## config.mk

```make
export PLATFORM = sky130hd
export DESIGN_NAME = fb_div_ctrl_flat
export DESIGN_NICKNAME = d
export VERILOG_FILES = /design/src/rtl/fb_div_pkg.sv /design/src/rtl/fb_div_ctrl_if.sv /design/src/rtl/fb_div_core.sv /design/src/rtl/fb_div_ctrl.sv /design/src/flat_wrapper.sv
export SDC_FILE = /design/constraint.sdc
export NUM_CORES = 1
export LEC_CHECK = 0
export ABC_AREA = 1
export CORE_ASPECT_RATIO = 1.75
export CORE_MARGIN = 2
export CORE_UTILIZATION = 50
export CTS_CLUSTER_SIZE = 28
export DETAILED_ROUTE_END_ITERATION = 7
export PLACE_DENSITY = 0.78
export SKIP_LAST_GASP = 1
export SLEW_MARGIN = 20
export SYNTH_ARGS = -nofsm -noshare
export SYNTH_HDL_FRONTEND = slang
export SYNTH_SLANG_ARGS = --single-unit
```

## constraint.sdc

```tcl
create_clock -name clk -period 4.4 [get_ports clk]
set_input_delay 1.32 -clock clk [delete_from_list [all_inputs] [get_ports clk]]
set_output_delay 1.32 -clock clk [all_outputs]
set_load 0.01 [all_outputs]
```

## src/rtl/fb_div_pkg.sv

```systemverilog
// fb_div_pkg: shared types and constants for the PLL
// feedback divider and its ratio-switch sequencer.
package fb_div_pkg;

    typedef enum logic [1:0] {
        IDLE,
        WAIT_WRAP,
        SETTLE
    } fb_div_state_e;

    localparam int MIN_N = 2;

endpackage

```

## src/rtl/fb_div_ctrl_if.sv

```systemverilog
// fb_div_ctrl_if: ratio configuration handshake between the
// PLL lock logic (master) and the feedback divider (slave).
interface fb_div_ctrl_if #(
    parameter int W = 4
);

    logic         cfg_valid;
    logic [W-1:0] cfg_ratio;
    logic         cfg_ready;
    logic         cfg_done;
    logic         cfg_err;

    modport master (
        output cfg_valid,
        output cfg_ratio,
        input  cfg_ready,
        input  cfg_done,
        input  cfg_err
    );

    modport slave (
        input  cfg_valid,
        input  cfg_ratio,
        output cfg_ready,
        output cfg_done,
        output cfg_err
    );

endinterface

```

## src/rtl/fb_div_core.sv

```systemverilog
// fb_div_core: dual-edge divide-by-N counter with 50% duty
// decode; odd ratios stretch the high phase by half a cycle.
module fb_div_core
    import fb_div_pkg::*;
#(
    parameter int W = 4
) (
    input  logic         clk,
    input  logic         rst_n,
    input  logic         run,
    input  logic [W-1:0] ratio,
    output logic         terminal,
    output logic         clk_fb
);

    logic [W-1:0] cnt_pos_q;
    logic [W-1:0] cnt_pos_d;
    logic [W-1:0] cnt_neg_q;
    logic [W-1:0] half;
    logic         pos_hi;
    logic         neg_hi;

    assign half     = ratio >> 1;
    assign terminal = run & (cnt_pos_q == ratio - W'(1));

    always_comb begin
        cnt_pos_d = cnt_pos_q + W'(1);
        if (!run || terminal) begin
            cnt_pos_d = '0;
        end
    end

    always_ff @(posedge clk or negedge rst_n) begin
        if (!rst_n) begin
            cnt_pos_q <= '0;
        end else begin
            cnt_pos_q <= cnt_pos_d;
        end
    end

    // Half-cycle delayed copy keeps both edges on the same ratio.
    always_ff @(negedge clk or negedge rst_n) begin
        if (!rst_n) begin
            cnt_neg_q <= '0;
        end else begin
            cnt_neg_q <= cnt_pos_q;
        end
    end

    assign pos_hi = run & (cnt_pos_q < half);
    assign neg_hi = run & ratio[0] & (cnt_neg_q < half);
    assign clk_fb = pos_hi | neg_hi;

endmodule

```

## src/rtl/fb_div_ctrl.sv

```systemverilog
// fb_div_ctrl: feedback divider top; applies new ratios only at
// an output-period boundary and reports settling to lock logic.
module fb_div_ctrl
    import fb_div_pkg::*;
#(
    parameter int W              = 4,
    parameter int DEFAULT_N      = 3,
    parameter int SETTLE_PERIODS = 2
) (
    input  logic         clk,
    input  logic         rst_n,
    input  logic         div_en,
    fb_div_ctrl_if.slave cfg,
    output logic [W-1:0] ratio_cur,
    output logic         clk_fb
);

    localparam int SCW = $clog2(SETTLE_PERIODS + 1);

    fb_div_state_e state_q;
    fb_div_state_e state_d;
    logic          run_q;
    logic [W-1:0]  pend_q;
    logic [W-1:0]  pend_d;
    logic [W-1:0]  ratio_q;
    logic [W-1:0]  ratio_d;
    logic [SCW-1:0] settle_q;
    logic [SCW-1:0] settle_d;
    logic          done_q;
    logic          done_d;
    logic          err_q;
    logic          err_d;
    logic          terminal;

    fb_div_core #(
        .W (W)
    ) u_core (
        .clk      (clk),
        .rst_n    (rst_n),
        .run      (run_q),
        .ratio    (ratio_q),
        .terminal (terminal),
        .clk_fb   (clk_fb)
    );

    always_ff @(posedge clk or negedge rst_n) begin
        if (!rst_n) begin
            state_q <= IDLE;
        end else begin
            state_q <= state_d;
        end
    end

    always_ff @(posedge clk or negedge rst_n) begin
        if (!rst_n) begin
            run_q    <= 1'b0;
            pend_q   <= W'(DEFAULT_N);
            ratio_q  <= W'(DEFAULT_N);
            settle_q <= '0;
            done_q   <= 1'b0;
            err_q    <= 1'b0;
        end else begin
            run_q    <= div_en;
            pend_q   <= pend_d;
            ratio_q  <= ratio_d;
            settle_q <= settle_d;
            done_q   <= done_d;
            err_q    <= err_d;
        end
    end

    always_comb begin
        state_d  = state_q;
        pend_d   = pend_q;
        ratio_d  = ratio_q;
        settle_d = settle_q;
        done_d   = 1'b0;
        err_d    = 1'b0;
        unique case (state_q)
            IDLE: begin
                if (cfg.cfg_valid) begin
                    if (cfg.cfg_ratio < W'(MIN_N)) begin
                        err_d = 1'b1;
                    end else begin
                        pend_d  = cfg.cfg_ratio;
                        state_d = WAIT_WRAP;
                    end
                end
            end
            WAIT_WRAP: begin
                // Stopped divider has no period edge to wait for.
                if (!run_q || terminal) begin
                    ratio_d  = pend_q;
                    settle_d = '0;
                    state_d  = SETTLE;
                end
            end
            SETTLE: begin
                if (terminal) begin
                    if (settle_q == SCW'(SETTLE_PERIODS - 1)) begin
                        done_d  = 1'b1;
                        state_d = IDLE;
                    end else begin
                        settle_d = settle_q + SCW'(1);
                    end
                end
            end
            default: begin
                state_d = IDLE;
            end
        endcase
    end

    always_comb begin
        cfg.cfg_ready = (state_q == IDLE);
        cfg.cfg_done  = done_q;
        cfg.cfg_err   = err_q;
        ratio_cur     = ratio_q;
    end

endmodule
```

## src/flat_wrapper.sv

```systemverilog
// flat-port wrapper written by rule: the top's interface ports become plain ports
module fb_div_ctrl_flat import fb_div_pkg::*;
#(
    parameter int W              = 4,
    parameter int DEFAULT_N      = 3,
    parameter int SETTLE_PERIODS = 2
)
  (clk, rst_n, div_en, ratio_cur, clk_fb, cfg_cfg_valid, cfg_cfg_ratio, cfg_cfg_ready, cfg_cfg_done, cfg_cfg_err);
  fb_div_ctrl_if #(.W(W)) cfg_i ();
  input  logic clk;
  input  logic rst_n;
  input  logic div_en;
  output logic [W-1:0] ratio_cur;
  output logic clk_fb;
  input wire logic [$bits(cfg_i.cfg_valid)-1:0] cfg_cfg_valid;
  input wire logic [$bits(cfg_i.cfg_ratio)-1:0] cfg_cfg_ratio;
  output wire logic [$bits(cfg_i.cfg_ready)-1:0] cfg_cfg_ready;
  output wire logic [$bits(cfg_i.cfg_done)-1:0] cfg_cfg_done;
  output wire logic [$bits(cfg_i.cfg_err)-1:0] cfg_cfg_err;
  assign cfg_i.cfg_valid = cfg_cfg_valid;
  assign cfg_i.cfg_ratio = cfg_cfg_ratio;
  assign cfg_cfg_ready = cfg_i.cfg_ready;
  assign cfg_cfg_done = cfg_i.cfg_done;
  assign cfg_cfg_err = cfg_i.cfg_err;
  fb_div_ctrl #(.W(W), .DEFAULT_N(DEFAULT_N), .SETTLE_PERIODS(SETTLE_PERIODS)) u_core (.clk(clk), .rst_n(rst_n), .div_en(div_en), .cfg(cfg_i), .ratio_cur(ratio_cur), .clk_fb(clk_fb));
endmodule
```

==> out/results.txt <==
Unrepaired setup endpoints after global routing -> yes
DRT iter0 DRCs -> 23
Register area share after synthesis -> 0.502
WS Path Type -> flop to output port
Max-cap violations -> 0
Vias in the first global route -> 890
Ratio of cells with drive above 1 in the final layout -> 0.145
Boundary Pins -> 16
Hold/Removal Path Class -> flop to flop
Worst setup EP type -> output port
Critical Path Start Type -> flop
Synth async-reset ratio -> 1.00
Peak VDD IR -> 0.303 mV
GP Congestion -> 0.764
Initial antenna violation count -> 0
Mapped Nets -> 147
DP HPWL -> 1640 um
Endpoints failing setup -> 1
Final Skew -> 0.0160 ns
Register bit total from synthesis -> 23
Final Worst Setup Slack -> -0.472 ns
1st-pass router iterations -> 4
Synth Flop Type -> dfrtp_1
Reg2reg end -> u_core.u_core.cnt_neg_q[2]
Die Ht -> 67.6 um
YS warnings -> 0
DRT Wirelength -> 1940 um
CTS buffer count -> 3
Row cnt -> 23
Clock H-tree levels -> 1
Slew headroom -> 0.754
Leak -> 0.725 nW
CTS clk-pin slew, worst paths -> 0.08 ns
Diodes inserted -> 0
Crit Path Max Fanout -> 1
Post-detailed-route count of antenna-violating nets -> 0
Worst slew pin tran -> 0.368 ns
Final net count -> 168
R2r setup slk -> 1.56 ns
Final Hold Vio Count -> 0
Hold EP -> u_core.pend_q[3]
Clk buf depth -> 2
R2R depth -> 0
Yosys top cell area share -> 0.325
Max Slew Vio Count -> 0
Area Overhead vs Synth -> 20.6%
Post-CTS setup buffer count -> 0
R2R Path Start -> u_core.u_core.cnt_pos_q[2]
Synth area leader -> dfrtp_1
GRT Residual Overflow -> 0
CTS tree -> built
Clock Sinks -> 23
Setup tns final -> -0.472 ns
Cells after synthesis -> 132
Setup WS pre-CTS -> -0.633 ns
WL/cell -> 11.0 um
Vias per inst -> 5.06
Core Box Area -> 0.00224 mm2
First-pass GRT wire length -> 3510 um
Clk Tree Root Cell -> clkbuf_8
Port-buffer cells -> 15
Via count -> 895
Initial core utilization -> 0.515
Worst Path Arrival -> 3.55 ns
EDFF count, synth -> 0
Pin count of the biggest net entering global routing -> 17
Residual DRC count -> 0
Critical Path RT -> 3.08 ns
Worst-Skew Late Latency -> 0.27 ns
Largest cells by area after synthesis -> dfrtp_1 (32%), nand2_1 (10%), dfstp_2 (9.1%)
Hold path cells -> 2
Most common cell in the netlist -> nand2_1
Die area -> 0.00273 mm2
Total track usage -> 0.193
Die Wd -> 40.4 um
Commonest cells in the synthesized netlist -> nand2_1 (32), inv_1 (21), dfrtp_1 (15)
Post-synthesis area per instance -> 8.76 um2
Cell Pwr Density -> 356 mW/mm2
Failing checks -> negative setup slack
Yosys cell types -> 19
Status -> complete, but fails checks
Hold Crit Start -> u_core.pend_q[3]
Syn Std Cell Area -> 0.00116 mm2
==> registers in the layout (all words and copies together), names as in the netlist <==
name and flops:
u_core.u_core.cnt_neg_q 4, u_core.cfg.cfg_done 1, u_core.u_core.cnt_pos_q 4, u_core.run_q 1
u_core.cfg.cfg_err 1, u_core.settle_q 2, u_core.state_q 2, u_core.ratio_cur 4
u_core.pend_q 4
==> where the power goes <==
part	switching (W)	leakage, nW	total, W	internal, W
registers	0.0000225	0.290	0.000273	0.000250
logic	0.0000524	0.410	0.0000960	0.0000437
clock network	0.0000641	0.0255	0.000127	0.0000631
total	0.000139	0.725	0.000496	0.000357
==> per-stage QoR <==
| stage | hold slack, ns | power, W | cells | util | cell area [um2] |
|---|---|---|---|---|---|
| final | 0.487 | 0.000496 | 177 | 0.621 | 1390 |
| after global routing | 0.516 | 0.000535 | 177 | 0.621 | 1390 |
| after CTS | 0.492 | 0.000506 | 177 | 0.619 | 1390 |
| after detailed placement | 0.474 | 0.000376 | 173 | 0.601 | 1350 |
| after global placement | 0.455 | 0.000365 | 173 | 0.601 | 1350 |
| after floorplan | 0.441 | 0.000339 | 132 | - | 1160 |
==> worst max path at each step <==
stage	endpoint	from	cells past startpoint	slack (ns)
2_1_floorplan	clk_fb	u_core.u_core.cnt_neg_q[1]	4	-0.11
3_5_place_dp	clk_fb	u_core.u_core.cnt_neg_q[1]	5	-0.63
5_1_grt	clk_fb	u_core.u_core.cnt_neg_q[1]	5	-0.54
3_3_place_gp	clk_fb	u_core.u_core.cnt_neg_q[1]	5	-0.60
4_1_cts	clk_fb	u_core.u_core.cnt_neg_q[1]	5	-0.50
6_report	clk_fb	u_core.u_core.cnt_neg_q[1]	5	-0.47
==> kinds of logic after synthesis <==
group | share of synthesized area
and+or+nand+nor | 0.261
DFF | 0.502
buffers and inverters | 0.0682
AOI/OAI and AO/OA | 0.0455
adders and majority gates | 0.0758
xor gates and xnor gates | 0.0379
muxes | 0.00974
==> layout make-up <==
| class | instances | area, um2 |
|---|---|---|
| Sequential cell | 23 | 581 |
| Multi-Input combinational cell | 88 | 504 |
| Clock inverter | 1 | 5.00 |
| Inverter | 21 | 78.8 |
| Tap cell | 25 | 31.3 |
| Timing Repair Buffer | 16 | 153 |
| Clock buffer | 3 | 41.3 |
| Fill cell | 205 | 851 |
==> worst max-delay path, cell delays in order, from the launching register on <==
cell	delay [ns]
dfrtn_1	0.39
ha_1	0.23
a21oi_2	0.11
o211ai_1	0.10
a21oi_2	0.12
buf_2	0.13
==> repair_timing <==
item | CTS | global route
gates resized for setup | 4 | 1
cloned | 0 | 0
pin swaps | 1 | 0
hold buffers | 0 | 0
hold endpoints to repair | 0 | 0
endpoints found under the setup margin | 1 | 1
==> placed cells by master, fill, tap and decap left out, drive strengths merged <==
cell type      netlist  layout
mux2                 1       1
xor2                 3       3
dfrtn                4       4
clkbuf               0       3
clkdlybuf4s50        0      14
xnor2                2       2
a21oi                3       3
inv                 21      21
clkinv               0       1
dfstp                4       4
nand3               13      13
o21ai                6       6
ha                   7       7
buf                  0       2
nor3                 1       1
o211ai               1       1
dfrtp               15      15
nand2               39      39
nor2                12      12
==> per-layer routing <==
metal / vias to the layer above / share of wire / track usage
met3: 4 / 0.035 / 0.0263
li1: 454 / - / -
met2: 17 / 0.57 / 0.331
met5: - / 0 / 0
met4: 0 / 0.026 / 0.142
met1: 420 / 0.37 / 0.196
No activity file was read; power rests on OpenSTA's default activity.
